### config.mk
export PLATFORM = sky130hd
export DESIGN_NAME = iomem_wb_bridge
export DESIGN_NICKNAME = d
export VERILOG_FILES = /design/src/rtl/iomem_wb_pkg.sv /design/src/rtl/iomem_wb_decode.sv /design/src/rtl/iomem_wb_bridge.sv
export SDC_FILE = /design/constraint.sdc
export NUM_CORES = 1
export LEC_CHECK = 0
export BUFFER_PORTS_ARGS = -buffer_cell sky130_fd_sc_hd__buf_2
export CAP_MARGIN = 25
export CORE_AREA = 3 3 122 124
export DETAILED_ROUTE_END_ITERATION = 7
export DIE_AREA = 0 0 125 127
export PLACE_DENSITY = 0.73
export SLEW_MARGIN = 10
export SYNTH_ARGS = -nofsm -noshare
export SYNTH_HDL_FRONTEND = slang
export SYNTH_SLANG_ARGS = --single-unit
### constraint.sdc
create_clock -name clk -period 4.9 [get_ports clk]
set_input_delay 1.47 -clock clk [delete_from_list [all_inputs] [get_ports clk]]
set_output_delay 1.47 -clock clk [all_outputs]
set_load 0.02 [all_outputs]
### src/rtl/iomem_wb_pkg.sv
// Shared types and constants for the iomem-to-Wishbone bridge.
package iomem_wb_pkg;

  typedef enum logic [1:0] {
    IDLE = 2'd0,
    WAIT = 2'd1,
    DONE = 2'd2
  } state_t;

  localparam logic [31:0] DEFAULT_ERR_DATA = 32'hDEAD_BEEF;
  localparam int          ERR_CNT_W        = 8;

  // Slave index width; a one-slave bus still needs a 1-bit index.
  function automatic int idx_width(input int n);
    return (n > 1) ? $clog2(n) : 1;
  endfunction

endpackage

### src/rtl/iomem_wb_decode.sv
// Combinational priority address decoder: slave i hits when
// (addr & MASK[i]) == BASE[i]; the lowest matching index wins.
module iomem_wb_decode
  import iomem_wb_pkg::*;
#(
  parameter int                       NUM_SLAVES = 4,
  parameter logic [32*NUM_SLAVES-1:0] SLAVE_BASE = '0,
  parameter logic [32*NUM_SLAVES-1:0] SLAVE_MASK = '0,
  parameter int                       IDX_W      = idx_width(NUM_SLAVES)
) (
  input  logic [31:0]      addr,
  output logic             hit,
  output logic [IDX_W-1:0] sel_idx
);

  // Walk from the highest index down so the lowest match is written last.
  always_comb begin
    hit     = 1'b0;
    sel_idx = '0;
    for (int i = NUM_SLAVES - 1; i >= 0; i--) begin
      if ((addr & SLAVE_MASK[i*32 +: 32]) == SLAVE_BASE[i*32 +: 32]) begin
        hit     = 1'b1;
        sel_idx = IDX_W'(i);
      end
    end
  end

endmodule

### src/rtl/iomem_wb_bridge.sv
// picosoc iomem to multi-slave Wishbone bridge with address decode and bus-error
// responses. Define IOMEM_WB_TIMEOUT_EN to add the per-access ack watchdog.
module iomem_wb_bridge
  import iomem_wb_pkg::*;
#(
  parameter int                       NUM_SLAVES     = 4,
  parameter logic [32*NUM_SLAVES-1:0] SLAVE_BASE     = {32'h0600_0000, 32'h0500_0000,
                                                        32'h0400_0000, 32'h0300_0000},
  parameter logic [32*NUM_SLAVES-1:0] SLAVE_MASK     = {NUM_SLAVES{32'hFF00_0000}},
  parameter int                       TIMEOUT_CYCLES = 255,
  parameter logic [31:0]              ERR_DATA       = DEFAULT_ERR_DATA
) (
  input  logic                       clk,
  input  logic                       resetn,
  input  logic                       iomem_valid,
  output logic                       iomem_ready,
  input  logic [3:0]                 iomem_wstrb,
  input  logic [31:0]                iomem_addr,
  input  logic [31:0]                iomem_wdata,
  output logic [31:0]                iomem_rdata,
  output logic [31:0]                wbm_adr_o,
  output logic [31:0]                wbm_dat_o,
  output logic                       wbm_we_o,
  output logic [3:0]                 wbm_sel_o,
  output logic                       wbm_cyc_o,
  output logic [NUM_SLAVES-1:0]      wbm_stb_o,
  input  logic [NUM_SLAVES-1:0]      wbm_ack_i,
  input  logic [32*NUM_SLAVES-1:0]   wbm_dat_i,
  output logic [ERR_CNT_W-1:0]       err_count
);

  localparam int IDX_W = idx_width(NUM_SLAVES);

  if (NUM_SLAVES < 1 || NUM_SLAVES > 8) begin : g_bad_num_slaves
    $error("iomem_wb_bridge: NUM_SLAVES must be 1..8");
  end
  if (TIMEOUT_CYCLES < 1 || TIMEOUT_CYCLES > 65535) begin : g_bad_timeout
    $error("iomem_wb_bridge: TIMEOUT_CYCLES must be 1..65535");
  end

  state_t                  state_q, state_d;
  logic [IDX_W-1:0]        idx_q, idx_d;
  logic                    cyc_d, we_d, ready_d, err_inc;
  logic [NUM_SLAVES-1:0]   stb_d;
  logic [31:0]             adr_d, dat_d, rdata_d;
  logic [3:0]              sel_d;
  logic [ERR_CNT_W-1:0]    err_d;
  logic                    dec_hit;
  logic [IDX_W-1:0]        dec_idx;
  logic                    ack_sel;
  logic [31:0]             dat_sel;

  iomem_wb_decode #(
    .NUM_SLAVES (NUM_SLAVES),
    .SLAVE_BASE (SLAVE_BASE),
    .SLAVE_MASK (SLAVE_MASK),
    .IDX_W      (IDX_W)
  ) u_decode (
    .addr    (iomem_addr),
    .hit     (dec_hit),
    .sel_idx (dec_idx)
  );

  // Only the slave latched at request time may complete the access.
  assign ack_sel = wbm_ack_i[idx_q];
  assign dat_sel = wbm_dat_i[idx_q*32 +: 32];

`ifdef IOMEM_WB_TIMEOUT_EN
  localparam logic [15:0] TMO_LAST = 16'(TIMEOUT_CYCLES - 1);
  logic [15:0] tmo_cnt_q, tmo_cnt_d;
`endif

  always_comb begin
    // NOTE: every next-state value gets a default first so this block never infers a latch.
    state_d = state_q;
    idx_d   = idx_q;
    cyc_d   = wbm_cyc_o;
    stb_d   = wbm_stb_o;
    we_d    = wbm_we_o;
    adr_d   = wbm_adr_o;
    dat_d   = wbm_dat_o;
    sel_d   = wbm_sel_o;
    rdata_d = iomem_rdata;
    ready_d = 1'b0;
    err_inc = 1'b0;
`ifdef IOMEM_WB_TIMEOUT_EN
    tmo_cnt_d = tmo_cnt_q;
`endif

    unique case (state_q)
      IDLE: begin
        if (iomem_valid) begin
          if (dec_hit) begin
            state_d = WAIT;
            idx_d   = dec_idx;
            cyc_d   = 1'b1;
            stb_d   = NUM_SLAVES'(1) << dec_idx;
            we_d    = |iomem_wstrb;
            adr_d   = iomem_addr;
            dat_d   = iomem_wdata;
            sel_d   = (|iomem_wstrb) ? iomem_wstrb : 4'hF;
`ifdef IOMEM_WB_TIMEOUT_EN
            tmo_cnt_d = '0;
`endif
          end else begin
            // Unmapped: answer immediately with an error, no Wishbone cycle.
            state_d = DONE;
            ready_d = 1'b1;
            rdata_d = ERR_DATA;
            err_inc = 1'b1;
          end
        end
      end

      WAIT: begin
        if (ack_sel) begin
          state_d = DONE;
          ready_d = 1'b1;
          rdata_d = dat_sel;
          cyc_d   = 1'b0;
          stb_d   = '0;
          we_d    = 1'b0;
        end
`ifdef IOMEM_WB_TIMEOUT_EN
        else if (tmo_cnt_q == TMO_LAST) begin
          state_d = DONE;
          ready_d = 1'b1;
          rdata_d = ERR_DATA;
          err_inc = 1'b1;
          cyc_d   = 1'b0;
          stb_d   = '0;
          we_d    = 1'b0;
        end else begin
          tmo_cnt_d = tmo_cnt_q + 16'd1;
        end
`endif
      end

      // One idle cycle lets picosoc drop valid before the next sample.
      DONE:    state_d = IDLE;
      default: state_d = IDLE;
    endcase

    err_d = (err_inc && (err_count != '1)) ? err_count + ERR_CNT_W'(1) : err_count;
  end

  // NOTE: reset is synchronous active-low; it clears the bus cycle on the very next edge.
  always_ff @(posedge clk) begin
    if (!resetn) begin
      state_q     <= IDLE;
      idx_q       <= '0;
      wbm_cyc_o   <= 1'b0;
      wbm_stb_o   <= '0;
      wbm_we_o    <= 1'b0;
      wbm_adr_o   <= '0;
      wbm_dat_o   <= '0;
      wbm_sel_o   <= '0;
      iomem_rdata <= '0;
      iomem_ready <= 1'b0;
      err_count   <= '0;
    end else begin
      // NOTE: non-blocking so every register samples the pre-edge values together.
      state_q     <= state_d;
      idx_q       <= idx_d;
      wbm_cyc_o   <= cyc_d;
      wbm_stb_o   <= stb_d;
      wbm_we_o    <= we_d;
      wbm_adr_o   <= adr_d;
      wbm_dat_o   <= dat_d;
      wbm_sel_o   <= sel_d;
      iomem_rdata <= rdata_d;
      iomem_ready <= ready_d;
      err_count   <= err_d;
    end
  end

`ifdef IOMEM_WB_TIMEOUT_EN
  always_ff @(posedge clk) begin
    if (!resetn) tmo_cnt_q <= '0;
    else         tmo_cnt_q <= tmo_cnt_d;
  end
`endif

endmodule

==> impl_results.md <==
* Fmax at 0.296 GHz
* Worst slew pin tran at 0.726 ns
* Die ar. at 15900 um^2
* PwrDens at 320 nW/um^2
* Die width at 125 um
* Clk sink count at 119
* Post-Synth XOR/XNOR Area at 0
* Hold WS at 0.449 ns
* Slew Limit Headroom at 0.516
* Wire per inst at 16.6 um
* Maximum VDD drop at 223 uV
* Drt via density at 5.14
* Outcome: finished clean
* # hold bufs at CTS at 0
* Max Cap Viol at 0
* Layout filler cell count at 1306
* # rows at 43
* Placed Area at 6890 um^2
* Sequential Power Share at 0.418
* Reg clk slew, reported paths at ~0.050 ns
* Post-route cell area at 7480 um^2
* Worst path required time at 5.17 ns
* Antenna violations before repair at 8
* Switch Pwr at 0.559 mW
* Proportion of layout cells with a drive suffix above 1 at 0.485
* Seq cells post-synth at between 100 and 150
* Syn Area/Cell at 9.70 um^2
* Netlist cell types at 50
* Synth Cell Area at 5210 um^2
* RSZ-0062 raised after global routing: false
* Final hold vios at 0
* Ys Warns at 0
* Num CTS Buffers at 17
* Slowest Stage Delay on Critical Path at 0.80 ns
* GRT Util Overall at 0.208
* Post-synthesis mux area share at 0.150
* Worst path cell trace: buf_2 > or3b_1 > a2111o_2 > buf_4 > nor3_1 > nor3_1
* Sequential-to-total area share from yosys stat at 0.457
* DP Wirelength at 12.9 mm
* Post-Syn Nets at between 700 and 800
* Io pins at 318
* P_int at between 1.5 and 2 mW
* Number of remaining DRC errors at 0
* H-tree Lvls at 4
* Arrival time worst endpoint at 3.65 ns
* Vias in the first global route at 5011
* Port bufs at ~320
* Max clock buf depth at 2
* Clock power share at 0.489
* Period utilization at 0.690
* EDFF count, synth at 0
* First-pass GRT wire length at 26.2 mm
* Critical Path End Type: flip-flop
* Synth Flop Type: dfxtp_1
* Vias post-DR at 5323
* CP most frequent cell: nor3_1
* Worst Hold Class: flip-flop to flip-flop
* Crit-path max FO at 35
* Largest family of logic cells by synthesized area: simple AND/OR/NAND/NOR gates
* GR Overflow Total at 0
* Final Max Tran Viols at 0
* Pre-antenna DRT Iters at 5
* Setup crit start kind: input pin
* TritonCTS clock tree: yes
* Skew final at 0.00638 ns
* Final wirelength at 17.2 mm
* Core ar. at 13900 um^2
* Combinational share of power at 0.093
* Placer Congestion at 0.882
* Post-layout util at 0.539
* Ys async rst share at 0
* Routed Antenna Nets at 0
* Initial core utilization at 0.375
* Setup Buffers After CTS at 0
* Largest net degree at the start of global routing at 53
* Min Clock Period, post-route at approximately 3.4 ns
* Nets at roughly 1000
* Area Growth Syn to Fin at 43.6%
* Final setup violation count at 0
* Root buf cell: clkbuf_16
* Starting DRT DRC Count at slightly above 300
* Net Sw Frac at 0.233
* Clk_lat worst skew at 0.41 ns
* Compound-cell area share of the yosys netlist at 0.169
* # resized after CTS at 0
* Setup CP Type: input pin to flip-flop
* Crit-path slowest cell: a2111o_2
* Setup TNS at 0 ns
* Synth Area in Adders at 0.00240
* Die Y-Extent at 127 um
* LEAKAGE at 3.26 nW
* Synth Instances at about 540
* Simple-Gate Fraction of Synth Area at 0.178
[cells by family after synthesis]
| group | after synthesis |
|---|---|
| simple gates | 205 |
| compound gates | 124 |
| flops | 119 |
| buf+inv | 50 |
| mux | 38 |
| fa+ha+maj | 1 |
[final timing paths]
path | startpoint | endpoint | slack (ns) | cells past startpoint
worst max-delay path | iomem_valid | wbm_sel_o[1] | 1.52 | 6
worst min-delay path | wbm_adr_o[29] | wbm_adr_o[29] | 0.45 | 1
worst max register to register | state_q[0] | wbm_sel_o[1] | 2.24 | 5
worst min register to register | wbm_adr_o[29] | wbm_adr_o[29] | 0.45 | 1
[power by group through the flow]
| stage | logic, mW | clock network [mW] | registers, mW |
|---|---|---|---|
| detailed placement | 0.223 | 0 | 1.02 |
| finish | 0.222 | 1.17 | 1.00 |
| global route | 0.242 | 1.24 | 1.00 |
| CTS | 0.223 | 1.20 | 1.00 |
| floorplan | 0.0806 | 0 | 1.05 |
| global placement | 0.219 | 0 | 1.02 |
[area by class of cell]
| type | instances | area, um^2 | area share |
|---|---|---|---|
| antenna | 7 | 17.5 | 0.00234 |
| clock buffer | 21 | 470 | 0.0629 |
| clock inverter | 11 | 100 | 0.0134 |
| inverter | 2 | 7.51 | 0.00100 |
| multi-input combinational | 368 | 2620 | 0.350 |
| sequential | 119 | 2380 | 0.319 |
| tap | 180 | 225 | 0.0301 |
| timing repair buffer | 327 | 1660 | 0.222 |
[registers in the layout (all words and copies together), names as in the netlist]
name         count
iomem_ready      1
wbm_adr_o       32
state_q          2
wbm_cyc_o        1
wbm_we_o         1
iomem_rdata     32
wbm_dat_o       32
err_count        8
wbm_stb_o        4
idx_q            2
wbm_sel_o        4
[through the flow]
stage	instances	worst slack, ns	power (mW)
5_1_grt	1035	1.31	2.49
4_1_cts	1028	1.54	2.43
2_1_floorplan	537	1.60	1.13
6_report	1035	1.52	2.40
3_5_place_dp	996	1.10	1.24
3_3_place_gp	996	1.12	1.24
[routing by layer]
layer / part of all wire / global-route usage
met1: 0.37 / 0.233
met2: 0.50 / 0.346
met3: 0.084 / 0.0765
met4: 0.040 / 0.112
met5: 0.00093 / 0
[layout by cell type, fill, tap and decap left out, drive strengths merged, types with 5 or more instances in the layout]
| cell type | instances |
|---|---|
| buf | 327 |
| nand2 | 135 |
| dfxtp | 119 |
| a21oi | 68 |
| mux4 | 32 |
| o221a | 24 |
| clkbuf | 21 |
| nand3 | 13 |
| nand2b | 11 |
| nor3 | 10 |
| a31oi | 9 |
| diode | 7 |
| nor2 | 7 |
| and2 | 7 |
| clkinvlp | 5 |
| clkinv | 5 |
[cells in the mapped netlist (2+ instances only)]
library cell | count | area (um^2)
clkbuf_1 | 34 | 128
nand3_1 | 13 | 65.1
mux2i_1 | 4 | 40.0
o21ai_0 | 4 | 20.0
a31o_2 | 4 | 35.0
dfxtp_1 | 119 | 2380
mux4_2 | 32 | 721
or4_1 | 3 | 22.5
o221a_1 | 18 | 203
or3_1 | 2 | 12.5
a31oi_1 | 9 | 56.3
buf_1 | 2 | 7.51
mux2_2 | 2 | 22.5
o31ai_1 | 3 | 22.5
and3_1 | 2 | 12.5
nor3b_1 | 2 | 15.0
nor2_1 | 7 | 26.3
nand2_1 | 135 | 507
o221a_2 | 6 | 67.6
nand2b_1 | 11 | 68.8
and4b_1 | 2 | 20.0
o41ai_1 | 2 | 17.5
a21oi_1 | 67 | 335
buf_2 | 8 | 40.0
nor3_1 | 10 | 50.1
a22oi_1 | 2 | 15.0
nor4_1 | 3 | 18.8
buf_6 | 3 | 33.8
and2_1 | 7 | 43.8
[critical path, delay by kind of cell]
| kind | cells | cell delay (ns) |
|---|---|---|
| compound gates | 1 | 0.80 |
| buf+inv | 2 | 0.45 |
| simple gates | 3 | 0.91 |
Note: power is estimated with default switching activity, not from simulation.
